==> src/rtl/uart_pkg.sv <==
// uart_pkg
// Definitions shared by the UART receiver and the UART transmitter:
//   - DATA_BITS  : payload width of one character
//   - IDLE_LEVEL : line level while no frame is in flight (also the start-bit
//                  detection reference)
//   - uart_state_e : receiver frame-sequencing states
//   - even_parity  : parity bit value that makes the total count of ones even
// Optional feature macro: UART_RX_PARITY_EN adds the PARITY state.
package uart_pkg;

   localparam int   DATA_BITS  = 8;
   localparam logic IDLE_LEVEL = 1'b1;

   typedef enum logic [2:0] {
      IDLE  = 3'd0,
      START = 3'd1,
      DATA  = 3'd2,
      STOP  = 3'd3
`ifdef UART_RX_PARITY_EN
      ,PARITY = 3'd4
`endif
   } uart_state_e;

   function automatic logic even_parity(input logic [DATA_BITS-1:0] d);
      return ^d;
   endfunction

endpackage

==> src/rtl/uart_baud_counter.sv <==
// uart_baud_counter
// Bit-period timer for the UART receiver. A down-counter reloads to
// CLKS_PER_BIT-1 on restart and on terminal count, so full_tick repeats every
// CLKS_PER_BIT cycles after a restart and half_tick marks the mid-point of the
// first period (CLKS_PER_BIT/2 cycles after restart, integer division).
// Ports:
//   clk       in   system clock
//   rst       in   synchronous active-high reset
//   restart   in   reload the counter; first period starts next cycle
//   half_tick out  CLKS_PER_BIT/2 cycles have elapsed since restart
//   full_tick out  terminal count; one bit period has elapsed
module uart_baud_counter #(
   parameter int CLKS_PER_BIT = 16
) (
   input  logic clk,
   input  logic rst,
   input  logic restart,
   output logic half_tick,
   output logic full_tick
);

   localparam logic [15:0] RELOAD   = 16'(CLKS_PER_BIT - 1);
   // Counter value reached exactly CLKS_PER_BIT/2 cycles after a reload.
   localparam logic [15:0] HALF_CNT = 16'(CLKS_PER_BIT - CLKS_PER_BIT / 2);

   logic [15:0] cnt_q;
   logic [15:0] cnt_d;

   always_comb begin
      cnt_d = cnt_q - 16'd1;
      if (restart || cnt_q == 16'd0) begin
         cnt_d = RELOAD;
      end
   end

   always_ff @(posedge clk) begin
      if (rst) begin
         cnt_q <= 16'd0;
      end else begin
         cnt_q <= cnt_d;
      end
   end

   assign half_tick = (cnt_q == HALF_CNT);
   assign full_tick = (cnt_q == 16'd0);

endmodule

==> src/rtl/uart_receiver.sv <==
// uart_receiver
// 8N1 UART receiver with a two-flop input synchronizer, mid-bit sampling,
// start-bit glitch rejection, a ready/ack output handshake, frame-error pulse
// and a sticky overrun flag.
// Optional feature macro: UART_RX_PARITY_EN adds an even-parity bit between
// the data and the stop bit, plus the parity_err output.
//
// state  | meaning
// -------+-----------------------------------------------------------
// IDLE   | line idle, waiting for a synchronized high-to-low edge
// START  | waiting half a bit to confirm the start bit is still low
// DATA   | sampling 8 data bits, LSB first, one per bit period
// PARITY | sampling the even-parity bit (UART_RX_PARITY_EN only)
// STOP   | sampling the stop bit; deliver byte or flag frame error
//
// Ports:
//   clk         in   system clock
//   rst         in   synchronous active-high reset
//   serial_in   in   asynchronous serial line, idles high
//   data_out    out  last received byte
//   byte_ready  out  data_out holds an unconsumed byte
//   byte_ack    in   consumer acknowledge, clears byte_ready
//   frame_err   out  one-cycle pulse on a low stop bit
//   overrun     out  sticky: a byte completed while byte_ready was high
//   parity_err  out  one-cycle pulse on parity mismatch (UART_RX_PARITY_EN)
module uart_receiver
   import uart_pkg::*;
#(
   parameter int CLKS_PER_BIT = 16
) (
   input  logic                 clk,
   input  logic                 rst,
   input  logic                 serial_in,
   output logic [DATA_BITS-1:0] data_out,
   output logic                 byte_ready,
   input  logic                 byte_ack,
   output logic                 frame_err,
   output logic                 overrun
`ifdef UART_RX_PARITY_EN
   ,output logic                parity_err
`endif
);

   localparam int BIT_CNT_W = $clog2(DATA_BITS);
   localparam logic [BIT_CNT_W-1:0] LAST_BIT = BIT_CNT_W'(DATA_BITS - 1);

   uart_state_e state_q, state_d;

   logic                 sync1_q, sync1_d;
   logic                 sync2_q, sync2_d;
   logic                 rx_prev_q, rx_prev_d;
   logic [BIT_CNT_W-1:0] bit_cnt_q, bit_cnt_d;
   logic [DATA_BITS-1:0] shift_q, shift_d;
   logic [DATA_BITS-1:0] data_out_q, data_out_d;
   logic                 byte_ready_q, byte_ready_d;
   logic                 frame_err_q, frame_err_d;
   logic                 overrun_q, overrun_d;
`ifdef UART_RX_PARITY_EN
   logic                 parity_err_q, parity_err_d;
`endif

   logic rx;
   logic baud_restart;
   logic half_tick;
   logic full_tick;

   assign rx = sync2_q;

   uart_baud_counter #(
      .CLKS_PER_BIT(CLKS_PER_BIT)
   ) u_baud (
      .clk       (clk),
      .rst       (rst),
      .restart   (baud_restart),
      .half_tick (half_tick),
      .full_tick (full_tick)
   );

   always_ff @(posedge clk) begin
      if (rst) begin
         state_q      <= IDLE;
         sync1_q      <= IDLE_LEVEL;
         sync2_q      <= IDLE_LEVEL;
         rx_prev_q    <= IDLE_LEVEL;
         bit_cnt_q    <= '0;
         shift_q      <= '0;
         data_out_q   <= '0;
         byte_ready_q <= 1'b0;
         frame_err_q  <= 1'b0;
         overrun_q    <= 1'b0;
`ifdef UART_RX_PARITY_EN
         parity_err_q <= 1'b0;
`endif
      end else begin
         state_q      <= state_d;
         sync1_q      <= sync1_d;
         sync2_q      <= sync2_d;
         rx_prev_q    <= rx_prev_d;
         bit_cnt_q    <= bit_cnt_d;
         shift_q      <= shift_d;
         data_out_q   <= data_out_d;
         byte_ready_q <= byte_ready_d;
         frame_err_q  <= frame_err_d;
         overrun_q    <= overrun_d;
`ifdef UART_RX_PARITY_EN
         parity_err_q <= parity_err_d;
`endif
      end
   end

   always_comb begin
      state_d      = state_q;
      sync1_d      = serial_in;
      sync2_d      = sync1_q;
      rx_prev_d    = sync2_q;
      bit_cnt_d    = bit_cnt_q;
      shift_d      = shift_q;
      data_out_d   = data_out_q;
      byte_ready_d = byte_ready_q;
      frame_err_d  = 1'b0;
      overrun_d    = overrun_q;
`ifdef UART_RX_PARITY_EN
      parity_err_d = 1'b0;
`endif
      baud_restart = 1'b0;

      if (byte_ack && byte_ready_q) begin
         byte_ready_d = 1'b0;
      end

      case (state_q)
         IDLE: begin
            // Edge, not level: a line stuck low after a bad frame must go
            // high again before another frame can start.
            if (rx_prev_q == IDLE_LEVEL && rx != IDLE_LEVEL) begin
               state_d      = START;
               bit_cnt_d    = '0;
               baud_restart = 1'b1;
            end
         end

         START: begin
            if (half_tick) begin
               if (rx != IDLE_LEVEL) begin
                  // Re-align the timer to mid-start so data samples land mid-bit.
                  state_d      = DATA;
                  baud_restart = 1'b1;
               end else begin
                  state_d = IDLE;
               end
            end
         end

         DATA: begin
            if (full_tick) begin
               shift_d = {rx, shift_q[DATA_BITS-1:1]};
               if (bit_cnt_q == LAST_BIT) begin
`ifdef UART_RX_PARITY_EN
                  state_d = PARITY;
`else
                  state_d = STOP;
`endif
               end else begin
                  bit_cnt_d = bit_cnt_q + 1'b1;
               end
            end
         end

`ifdef UART_RX_PARITY_EN
         PARITY: begin
            if (full_tick) begin
               if (rx != even_parity(shift_q)) begin
                  parity_err_d = 1'b1;
                  state_d      = IDLE;
               end else begin
                  state_d = STOP;
               end
            end
         end
`endif

         STOP: begin
            if (full_tick) begin
               state_d = IDLE;
               if (rx == 1'b1) begin
                  data_out_d   = shift_q;
                  byte_ready_d = 1'b1;
                  if (byte_ready_q && !byte_ack) begin
                     overrun_d = 1'b1;
                  end
               end else begin
                  frame_err_d = 1'b1;
               end
            end
         end

         default: begin
            state_d = IDLE;
         end
      endcase
   end

   assign data_out   = data_out_q;
   assign byte_ready = byte_ready_q;
   assign frame_err  = frame_err_q;
   assign overrun    = overrun_q;
`ifdef UART_RX_PARITY_EN
   assign parity_err = parity_err_q;
`endif

endmodule

==> config.mk <==
export PLATFORM = sky130hd
export DESIGN_NAME = uart_receiver
export DESIGN_NICKNAME = d
export VERILOG_FILES = /design/src/rtl/uart_pkg.sv /design/src/rtl/uart_baud_counter.sv /design/src/rtl/uart_receiver.sv
export SDC_FILE = /design/constraint.sdc
export NUM_CORES = 1
export LEC_CHECK = 0
export BUFFER_PORTS_ARGS = -buffer_cell sky130_fd_sc_hd__buf_2
export CELL_PAD_IN_SITES_DETAIL_PLACEMENT = 1
export CELL_PAD_IN_SITES_GLOBAL_PLACEMENT = 1
export CORE_UTILIZATION = 49
export CTS_CLUSTER_DIAMETER = 120
export DETAILED_ROUTE_END_ITERATION = 16
export MAX_ROUTING_LAYER = met4
export PLACE_DENSITY = 0.83
export SLEW_MARGIN = 25
export SYNTH_ARGS = -nofsm -noshare
export SYNTH_HDL_FRONTEND = slang
export SYNTH_SLANG_ARGS = --single-unit
==> constraint.sdc <==
create_clock -name clk -period 3.69 [get_ports clk]
set_input_delay 0.738 -clock clk [delete_from_list [all_inputs] [get_ports clk]]
set_output_delay 0.738 -clock clk [all_outputs]
set_load 0.01 [all_outputs]
**Word level (Yosys, flattened, before mapping)**

Cells that the tools add are included.

- $add $sub $neg: 2
- Multiplexer cells: 20
- Equality and inequality tests: 11
- Bitwise gates (word level): 3
- Reductions and logical operators: 15

Operators by type and width:

| operator | count |
|---|---|
| two-way mux 3 bit | 8 |
| equality test 16 x 4 -> 1 bit, second input constant | 1 |
| zero test 16 bit | 1 |
| subtractor 16 x 1 -> 16 bit, second input constant | 1 |
| inequality test 2 bit, second input constant | 6 |
| case mux 3 bit (4 select lines) | 1 |
| AND reduction 4 bit | 2 |
| two-way mux 1 bit | 7 |
| equality test 3 x 2 -> 1 bit, second input constant | 2 |
| case mux 3 bit (2 select lines) | 1 |
| AND reduction 5 bit | 1 |
| two-way mux 4 bit | 1 |
| adder 3 x 1 -> 3 bit, second input constant | 1 |
| equality test 3 x 1 -> 1 bit, second input constant | 1 |
| equality test 3 bit, second input constant | 1 |
| logical AND 1 bit | 3 |
| zero test 3 bit | 1 |
| NOT 1 bit | 3 |
| AND reduction 3 bit | 1 |
| OR reduction 3 bit | 1 |
| two-way mux 2 bit | 1 |
| case mux 1 bit (2 select lines) | 1 |
| AND reduction 2 bit | 1 |
| nonzero test 2 bit | 1 |
| other kinds (3) | 3 |

- Word-level logic and storage cells: 63
- Register bits after elaboration: 44
- Output and inout bits: 11
- Bits of input ports: 4

**Longest topological paths before layout**

Gate-level depths: netlist of run 1.

- Depth in word-level cells: 6
- Gate-level depth with buffers: 7
- Depth with buffers taken out: 6

**Cells and area by module**

From an unflattened synthesis of run 1, not the netlist that was laid out.

- Cells, all modules: 189
- Area, all modules: 1801.7 um^2

By module, submodules not included:

| module | area each (um^2) | sequential area each (um^2) | cells each | instances |
|---|---|---|---|---|
| uart_receiver | 1058.5 | 540.5 | 109 | 1 |
| uart_baud_counter | 743.2 | 320.3 | 80 | 1 |

**Worst setup path before layout of run 1**

No wires, ideal clock.

- Path type: reg-to-reg
- Start point: register u_baud.cnt_q[0]
- End point: register overrun_q, in the netlist overrun
- Cell stages (with the launch flop): 8
- Required time: 3.607 ns
- Setup time: 0.083 ns
- Clock period less this slack: 1.668 ns
- Arrival: 1.585 ns
- Setup slack: 2.022 ns
- Buffers on the path: 1
- Cell sequence: dfxtp_1 > inv_1 > ha_1 > nor4bb_1 > nand3_1 > or3_1 > buf_6 > o31ai_4

- Longest elaborated chain between the ends: 2

RTL lines:

| element | RTL line | source |
|---|---|---|
| start: declaration | uart_baud_counter.sv:26 | `logic [15:0] cnt_q;` |
| start signal: assignment | uart_baud_counter.sv:40 | `cnt_q <= cnt_d;` |
| zero test 16 bit | uart_baud_counter.sv:45 | `assign full_tick = (cnt_q == 16'd0);` |
| AND reduction 4 bit (no source line) | - |  |
| end signal: assignment | uart_receiver.sv:104 | `overrun_q <= overrun_d;` |
| end: declaration | uart_receiver.sv:57 | `logic overrun_q, overrun_d;` |

No other way between the ends.
A chain may end at the register's enable or synchronous reset.

**Worst setup path in the final report of run 1**

- Start point: register u_baud.cnt_q[5]
- End point: register overrun_q, in the netlist overrun

Same word-level chain as after synthesis.

==> run metrics, run 1 <==
status finished, final reports clean; htree depth 2; register area 861 sq um; R2R cell count 4; initial antenna violation count 0; multi-input combinational cell area around 920 sq um; Clk Latency, worst-skew pair 0.30 ns; RSZ-0062 raised after global routing no; Worst Path Class, Setup register to register; clk root buf clkbuf_8; VDD IR-drop max approximately 0.38 mV; # diodes 0; Die Y 63.6 microns; CTS Hold Bufs 0; layout filler cell count 430; number of global-route vias before repair 1424; grt total ovfl 0; Total Routing Usage GR 0.223; Cells after Synth around 190; Tightest Hold Check Type register to register; Port Buf Inserts 14; Ys Warns 0; HP Start sync1_q; average wire per standard cell 15.2 microns; worst reg2reg setup slack 1.59 ns; Static Leak 0.000895 uW; post-CTS sizing 0; post-CTS setup buffers 0; PwrDens 739 nW/um^2; WHS 0.418 ns; pin count of the biggest net entering global routing 23; Post-synth ARST share 0; Levels on crit path 4; initial drt markers 66; Worst R2R End overrun; CTS clock-pin slew for the worst setup and hold paths 0.08 ns; Post-DP HPWL ~2.8 mm; critical path's largest stage delay 0.65 ns; CTS sink cnt 43; DRT Pass-1 Iters 4; Final TNS setup 0 ns; flops & latches, synth between 40 and 50; Slew Viols, Final 0; Die Span X approximately 64 microns; Setup crit end kind register; Mapped Area 1860 sq um; slowest CP cell nor4_4; Nets 210; Via-to-Cell Ratio 5.62; Crit path arrival time around 2.3 ns; drt total wl approximately 3.8 mm; cell chain of the critical path nor4_4 > nand3_1 > or3_1 > o31ai_4; final hold vios 0; Starting Density 0.509; Core ar. roughly 3700 sq um; Yosys cell types 45; max-cap violation count 0; Num CTS Buffers 5; Max Freq 0.477 GHz; via count 1410; Final ANT Viol Nets 0; Pwr Total 1490 uW; P&R area growth vs syn 8.33%; layout cells sized above 1 0.148; critical path startpoint category register; die footprint 4050 sq um; CTS tree built; critical path data required time 3.91 ns; Post-synth EDFFs 0; CTS max path bufs 2; Routability Congestion about 0.74; top-area cell type share of the netlist area 0.462; Tcrit/Tclk final 0.569; Post-Syn Nets 199; CP Buf/Inv Count 0; worst rel slew slack 0.380; share of the yosys chip area belonging to registers 0.462; final setup skew 0.00599 ns; Final Setup Violations 0; WHS Path Cells 1; leading area contributor after synthesis dfxtp_1; peak fanout along the critical path 14; Top FF cell, synth dfxtp_1; main area contributors after synthesis dfxtp_1, mux2i_1, nand2_1, xor2_1, nor2_1; DRC viols 0; first-pass GRT wire length around 6.7 mm; Worst Tran Pin Value about 0.9 ns; Avg Cell Area, Syn around 9.7 sq um; R2R Path Start u_baud.cnt_q[5]; minimum clock period 2.10 ns; Cell Rows 22; number of I/O pins 15; Crit path max-delay family simple AND/OR/NAND/NOR gates; hold worst-path end rx
==> Yosys cell counts (2+ instances only) <==
cell type,number
a21oi_1,7
a22o_1,2
buf_2,3
buf_6,2
clkbuf_1,3
dfxtp_1,43
ha_1,4
inv_1,5
mux2i_1,17
nand2_1,24
nand2b_1,2
nand3_1,7
nand4_1,4
nand4b_1,2
nor2_1,19
nor3_1,4
nor4_4,2
nor4b_1,2
or2_2,2
or3_1,2
xnor2_1,3
xor2_1,9
==> per-layer routing <==
metal  GRT usage  vias up  wire (microns)
met5           -        -               0
met4       0.111        0              82
met3      0.0543        8             111
met2       0.376       19            2000
met1       0.243      693            1640
li1            -      690               -
==> power by group <==
group | switching [uW] | internal (uW) | total, uW
combinational | 333 | 218 | 551
sequential | 110 | 540 | 650
clock | 158 | 132 | 290
total | 600 | 891 | 1490
==> state kept, by name, summed over array words and instances, names as in the netlist <==
name,count
overrun,1
bit_cnt_q,3
sync1_q,1
frame_err,1
rx,1
u_baud.cnt_q,16
state_q,2
shift_q,8
rx_prev_q,1
data_out,8
byte_ready,1
==> stage by stage <==
stage          cells  cell area, sq um  setup slack, ns  utilization
2_1_floorplan    191              1860             2.02            -
3_3_place_gp     243              1930             1.64        0.528
3_5_place_dp     243              1930             1.55        0.528
4_1_cts          251              2020             1.57        0.551
5_1_grt          251              2020             1.42        0.551
6_report         251              2020             1.59        0.551
==> final cells by class <==
type	count	share of cell area
Clock buffer	6	0.0360
Clock inverter	2	0.00620
Inverter	5	0.00931
Multi-Input combinational cell	133	0.457
Sequential cell	43	0.427
Tap cell	48	0.0298
Timing Repair Buffer	14	0.0347
==> kinds of logic after synthesis <==
| group | after synthesis | share of synthesized area |
|---|---|---|
| AO/OA/AOI/OAI | 19 | 0.0786 |
| XOR/XNOR | 12 | 0.0565 |
| adder cells (fa/ha/maj) | 4 | 0.0269 |
| buffers and inverters | 15 | 0.0423 |
| flip-flops | 43 | 0.462 |
| multiplexers | 18 | 0.0974 |
| AND/OR/NAND/NOR | 80 | 0.236 |
==> cell usage in the layout (no fill, tap or decap), types with 5 or more instances in the layout <==
cell and instances:
clkbuf_8 5, nand2_1 24, inv_1 5, xor2_1 9, a21oi_1 7, dfxtp_1 43
nand3_1 7, buf_2 14, mux2i_1 17, nor2_1 19
==> worst max path at each step <==
stage / slack (ns) / from / end
final: 1.59 / u_baud.cnt_q[5] / overrun
after global routing: 1.42 / u_baud.cnt_q[5] / overrun
after CTS: 1.57 / u_baud.cnt_q[5] / data_out[6]
after detailed placement: 1.55 / rst / bit_cnt_q[0]
after global placement: 1.64 / rst / bit_cnt_q[0]
after floorplan: 2.02 / u_baud.cnt_q[0] / overrun
Note: power is estimated with default switching activity, not from simulation.
==> inputs of run 2 (changes only) <==
- ABC_AREA: default -> 1
- CORE_UTILIZATION: 49 -> 43
- PLACE_DENSITY: 0.83 -> 0.77
- clock period: 3.69 -> 2.2 ns (I/O delays scaled with it)
==> run metrics, run 2 <==
status finished, final reports clean (unchanged); Tcrit/Tclk final 0.784 (was 0.569); clk root buf clkbuf_8 (unchanged); layout cells sized above 1 0.200 (was 0.148); Static Leak 0.000963 uW (was 0.000895 uW); post-CTS sizing 0 (unchanged); Ys Warns 0 (unchanged); flops & latches, synth 43 (unchanged); htree depth 2 (unchanged); initial antenna violation count 0 (unchanged); # diodes 0 (unchanged); Post-synth EDFFs 0 (unchanged); grt peak-use layer met2 (unchanged); Die Span X 70.0 microns (was 63.6 microns); Nets 282 (was 210); Num CTS Buffers 5 (unchanged); Via-to-Cell Ratio 4.84 (was 5.62); Cells after Synth 256 (was 191); via count 1583 (was 1410); complex-gate fraction of the synthesized area 0.0681 (was 0.0786); PnR worst setup slack 0.475 ns (was 1.59 ns); CTS sink cnt 43 (unchanged); WHS 0.325 ns (was 0.418 ns); top cells by count, synth nand2_1, dfxtp_1, nor2_1 (was dfxtp_1, nand2_1, nor2_1); CTS max path bufs 2 (unchanged); drt total wl 3.88 mm (was 3.83 mm); Top FF cell, synth dfxtp_1 (unchanged); VDD IR-drop max 0.446 mV (was 0.376 mV); Post-synth ARST share 0 (unchanged); grt total ovfl 0 (unchanged); die footprint 4890 sq um (was 4050 sq um); Mapped Area 1990 sq um (was 1860 sq um); GR Layer Usage met3 0.0433 (was 0.0543); Die Y 70.0 microns (was 63.6 microns); leading area contributor after synthesis dfxtp_1 (unchanged); most frequent cell after synthesis nand2_1 (was dfxtp_1); PwrDens 1200 nW/um^2 (was 739 nW/um^2); largest family of logic cells by synthesized area simple AND/OR/NAND/NOR gates (unchanged); DRC viols 0 (unchanged); Max Freq 0.580 GHz (was 0.477 GHz); Total Routing Usage GR 0.183 (was 0.223); CTS clock-pin slew for the worst setup and hold paths 0.08 ns (about the same); Final ANT Viol Nets 0 (unchanged); multiplexer share of the synthesized area 0 (was 0.0974); pin count of the biggest net entering global routing 23 (unchanged); initial drt markers 37 (was 66); routing usage on met1 0.244 (was 0.243); Worst Path Class, Setup register to register (unchanged); Tightest Hold Check Type primary input to register (was register to register); Final Setup Violations 0 (unchanged); DRT Pass-1 Iters 4 (unchanged); final hold vios 0 (unchanged); minimum clock period 1.72 ns (was 2.10 ns); post-CTS setup buffers 0 (unchanged); worst rel slew slack 0.683 (was 0.380); Clk Latency, worst-skew pair 0.29 ns (was 0.30 ns); final setup skew 0.00381 ns (was 0.00599 ns); peak fanout along the critical path 12 (was 14); Crit path arrival time 1.89 ns (was 2.32 ns); Post-Syn Nets 264 (was 199); Setup crit end kind register (unchanged); Slew Viols, Final 0 (unchanged); Port Buf Inserts 14 (unchanged); P&R area growth vs syn 11.6% (was 8.33%); met2 Use GR 0.275 (was 0.376); number of global-route vias before repair 1552 (was 1424); Post-DP HPWL 2.90 mm (was 2.76 mm); Worst Tran Pin Value 0.475 ns (was 0.922 ns); share of the core filled with cells 0.505 (was 0.551); RSZ-0062 raised after global routing no (unchanged); max FFs per register 16 (unchanged); Cell Rows 24 (was 22); main area contributors after synthesis dfxtp_1, nand2_1, nor2_1, inv_1, a21oi_2 (was dfxtp_1, mux2i_1, nand2_1, xor2_1, nor2_1); share of the yosys chip area belonging to registers 0.434 (was 0.462); average wire per standard cell 11.9 microns (was 15.2 microns); commonest non-fill, non-tap cells in the layout nand2_1, dfxtp_1, nor2_1 (was dfxtp_1, nand2_1, nor2_1); number of I/O pins 15 (unchanged); commonest non-fill, non-tap cell in the layout nand2_1 (was dfxtp_1); worst slack, placed 0.477 ns (was 1.55 ns); critical path startpoint category register (unchanged); first-pass GRT wire length 6.94 mm (was 6.65 mm); critical path data required time 2.37 ns (was 3.91 ns); Yosys cell types 27 (was 45); Synth Area in Adders 0.0252 (was 0.0269); max-cap violation count 0 (unchanged); Top reg by flops u_baud.cnt_q (unchanged); CTS Hold Bufs 0 (unchanged); xor and xnor area share after synthesis 0.0573 (was 0.0565); Synth Area in Simple Gates 0.353 (was 0.236); top-area cell type share of the netlist area 0.434 (was 0.462); Starting Density 0.453 (was 0.509); Avg Cell Area, Syn 7.76 sq um (was 9.75 sq um); Core ar. 4380 sq um (was 3660 sq um); Routability Congestion 0.829 (was 0.738); CTS tree built (unchanged); Final TNS setup 0 ns (unchanged)
==> run 2: cells by family (layout without fill, tap and decap cells) <==
| family | Yosys count | in the layout |
|---|---|---|
| AO/OA/AOI/OAI | 21 | 21 |
| XOR/XNOR | 13 | 13 |
| adder cells (fa/ha/maj) | 4 | 4 |
| buffers and inverters | 29 | 48 |
| flip-flops | 43 | 43 |
| AND/OR/NAND/NOR | 146 | 146 |
==> run 2: final timing paths <==
kind / startpoint / to / slack, ns / cells after the start
hold reg to reg: sync1_q / rx / 0.42 / 1
setup reg to reg: u_baud.cnt_q[0] / shift_q[1] / 0.48 / 9
setup / recovery: u_baud.cnt_q[0] / shift_q[1] / 0.48 / 9
hold / removal: serial_in / sync1_q / 0.32 / 2
==> run 2: worst max-delay path, cell delays in order, from the launching register on <==
cell	delay, ns
dfxtp_1	0.32
inv_1	0.11
ha_1	0.18
nand2_1	0.08
nor2_2	0.16
nand2_4	0.12
nor2_4	0.25
inv_1	0.20
nand2_1	0.12
a21oi_2	0.06
==> run 2: final cells by class <==
cell class                      count  area, sq um
Fill cell                         561         2170
Multi-Input combinational cell    184         1000
Sequential cell                    43          861
Inverter                           25         93.8
Clock buffer                        6         82.6
Timing Repair Buffer               15         77.6
Tap cell                           52         65.1
Clock inverter                      2         35.0
==> run 2: through the flow <==
stage / total power [uW] / std cells / area, sq um
2_1_floorplan: 1870 / 256 / 1990
4_1_cts: 2700 / 327 / 2220
5_1_grt: 2870 / 327 / 2220
6_report: 2650 / 327 / 2220
3_3_place_gp: 2030 / 319 / 2100
3_5_place_dp: 2050 / 319 / 2100
==> run 2: power by group <==
group	total, uW	internal (uW)	switching [uW]
registers	1010	895	115
logic	1010	385	621
clock network	639	368	271
==> run 2: metal layers <==
metal  wire length, microns  vias to the layer above
li1                       -                      834
met1                   1980                      727
met2                   1770                       16
met3                     92                        6
met4                     40                        0
met5                      0                        -
==> inputs of run 3 (changes only) <==
- CORE_UTILIZATION: 43 -> 39
- PLACE_DENSITY: 0.77 -> 0.74
- clock period: 2.2 -> 1.5 ns (I/O delays scaled with it)
==> run metrics, run 3 (synthesis results as in run 2) <==
status finished, final reports clean (unchanged); critical path data required time 1.73 ns (was 2.37 ns); Top reg by flops u_baud.cnt_q (unchanged); first-pass GRT wire length 7.46 mm (was 6.94 mm); Crit path arrival time 1.63 ns (was 1.89 ns); Num CTS Buffers 5 (unchanged); max-cap violation count 0 (unchanged); layout cells sized above 1 0.323 (was 0.200); Worst Tran Pin Value 0.262 ns (was 0.475 ns); Setup crit end kind register (unchanged); layout filler cell count 636 (was 561); peak fanout along the critical path 3 (was 12); initial antenna violation count 0 (unchanged); slowest CP cell dfxtp_1 (unchanged); Static Leak 0.00108 uW (was 0.000963 uW); Final Setup Violations 0 (unchanged); VDD IR-drop max 0.787 mV (was 0.446 mV); max FFs per register 16 (unchanged); CTS max path bufs 2 (unchanged); Post-DP HPWL 3.23 mm (was 2.90 mm); CTS sink cnt 43 (unchanged); final setup skew 0.00842 ns (was 0.00381 ns); # diodes 0 (unchanged); Worst Path Class, Setup register to register (unchanged); Via-to-Cell Ratio 4.65 (was 4.84); Total Routing Usage GR 0.184 (was 0.183); final hold vios 0 (unchanged); average wire per standard cell 12.4 microns (was 11.9 microns); Tightest Hold Check Type primary input to register (unchanged); PwrDens 1710 nW/um^2 (was 1200 nW/um^2); Seq pwr share 0.358 (was 0.380); internal power 2490 uW (was 1650 uW); CTS clock-pin slew for the worst setup and hold paths 0.08 ns (about the same); die footprint 5380 sq um (was 4890 sq um); number of I/O pins 15 (unchanged); initial drt markers 56 (was 37); Final ANT Viol Nets 0 (unchanged); Starting Density 0.412 (was 0.453); commonest non-fill, non-tap cells in the layout nand2_1, dfxtp_1, nor2_1 (unchanged); commonest non-fill, non-tap cell in the layout nand2_1 (unchanged); DRT Pass-1 Iters 4 (unchanged); Max Freq 0.714 GHz (was 0.580 GHz); Cell Rows 25 (was 24); Routability Congestion 0.792 (was 0.829); Clk Latency, worst-skew pair 0.29 ns (about the same); Port Buf Inserts 14 (unchanged); register area 865 sq um (was 861 sq um); critical path's largest stage delay 0.33 ns (was 0.32 ns); Comb pwr share 0.469 (was 0.379); DRC viols 0 (unchanged); grt total ovfl 0 (unchanged); cell chain of the critical path inv_2 > ha_2 > nand2_2 > nor3_2 > nand2_1 > xnor2_1 > inv_1 > nor2_1 (was inv_1 > ha_1 > nand2_1 > nor2_2 > nand2_4 > nor2_4 > inv_1 > nand2_1 > a21oi_2); Slew Viols, Final 0 (unchanged); CTS tree built (unchanged); Core ar. 4820 sq um (was 4380 sq um); share of the core filled with cells 0.509 (was 0.505); minimum clock period 1.40 ns (was 1.72 ns); via count 1691 (was 1583); Net Sw Frac 0.406 (was 0.379); drt total wl 4.51 mm (was 3.88 mm); pin count of the biggest net entering global routing 18 (was 23); Nets 304 (was 282); number of global-route vias before repair 1680 (was 1552); critical path startpoint category register (unchanged); multi-input combinational cell area 1060 sq um (was 1000 sq um); Psw 1700 uW (was 1010 uW); htree depth 2 (unchanged); clock network power share 0.173 (was 0.241); Tcrit/Tclk final 0.934 (was 0.784); Die Span X 73.4 microns (was 70.0 microns); worst rel slew slack 0.824 (was 0.683); Pwr Total 4200 uW (was 2650 uW); P&R area growth vs syn 23.4% (was 11.6%); Die Y 73.4 microns (was 70.0 microns); clk root buf clkbuf_8 (unchanged)
-- run 3: cell types whose count changed in the layout (fill, tap and decap cells not counted), moves of 3 or more --
| cell | previous run | this run |
|---|---|---|
| buf_4 | 1 | 20 |
| dfxtp_1 | 43 | 40 |
| dfxtp_2 | 0 | 3 |
| inv_1 | 24 | 20 |
| inv_2 | 0 | 4 |
| nand2_1 | 68 | 63 |
| nand2_2 | 4 | 8 |
| nor2_1 | 35 | 31 |
| nor2_2 | 7 | 10 |
-- run 3: path summary, 6_finish.rpt --
kind / from / endpoint / slack, ns / depth (start not counted)
setup / recovery: u_baud.cnt_q[0] / u_baud.cnt_q[14] / 0.1 / 8
hold / removal: serial_in / sync1_q / 0.18 / 2
setup reg to reg: u_baud.cnt_q[0] / u_baud.cnt_q[14] / 0.1 / 8
hold reg to reg: sync1_q / rx / 0.42 / 1
-- run 3: metrics by stage --
stage / worst slack (ns) / std cells / TNS, ns / instance area [sq um] / hold WS (ns)
2_1_floorplan: 0.105 / 256 / 0 / 1990 / 0.389
4_1_cts: 0.00436 / 360 / 0 / 2370 / 0.176
3_3_place_gp: 0.0110 / 352 / 0 / 2260 / 0.395
6_report: 0.0986 / 364 / 0 / 2450 / 0.182
5_1_grt: -0.0355 / 364 / -0.135 / 2450 / 0.171
3_5_place_dp: -0.121 / 352 / -0.794 / 2260 / 0.408
-- run 3: layout make-up --
cell class                      count  area share
Multi-Input combinational cell    184       0.433
Clock inverter                      2     0.00510
Timing Repair Buffer               37       0.107
Tap cell                           67      0.0342
Inverter                           25      0.0383
Sequential cell                    43       0.353
Clock buffer                        6      0.0296
-- run 3: power by group through the flow --
stage,clock [uW],sequential (uW),combinational (uW)
final,724,1500,1970
after global routing,803,1520,2200
after CTS,748,1480,1740
after detailed placement,0,1500,1700
after global placement,0,1500,1640
after floorplan,0,1470,1280
-- run 3: worst max-delay path: cells and delay by family (launching register included) --
family / cells / cell delay (ns)
xor+xnor: 1 / 0.15
fa+ha+maj: 1 / 0.21
buf+inv: 2 / 0.15
flops: 1 / 0.33
simple gates: 4 / 0.49
-- run 3: metal layers --
layer / GRT usage / share of wire / vias to the layer above
met2: 0.308 / 0.50 / 22
li1: - / - / 881
met4: 0.0513 / 0.011 / 0
met3: 0.0412 / 0.025 / 6
met5: - / 0 / -
met1: 0.223 / 0.46 / 782
-- run 3: timing repair --
item,4_1_cts,5_1_grt
pin swaps,1,8
setup endpoints to repair,10,25
hold buffers,0,0
resized for setup,6,20
setup buffers,0,4
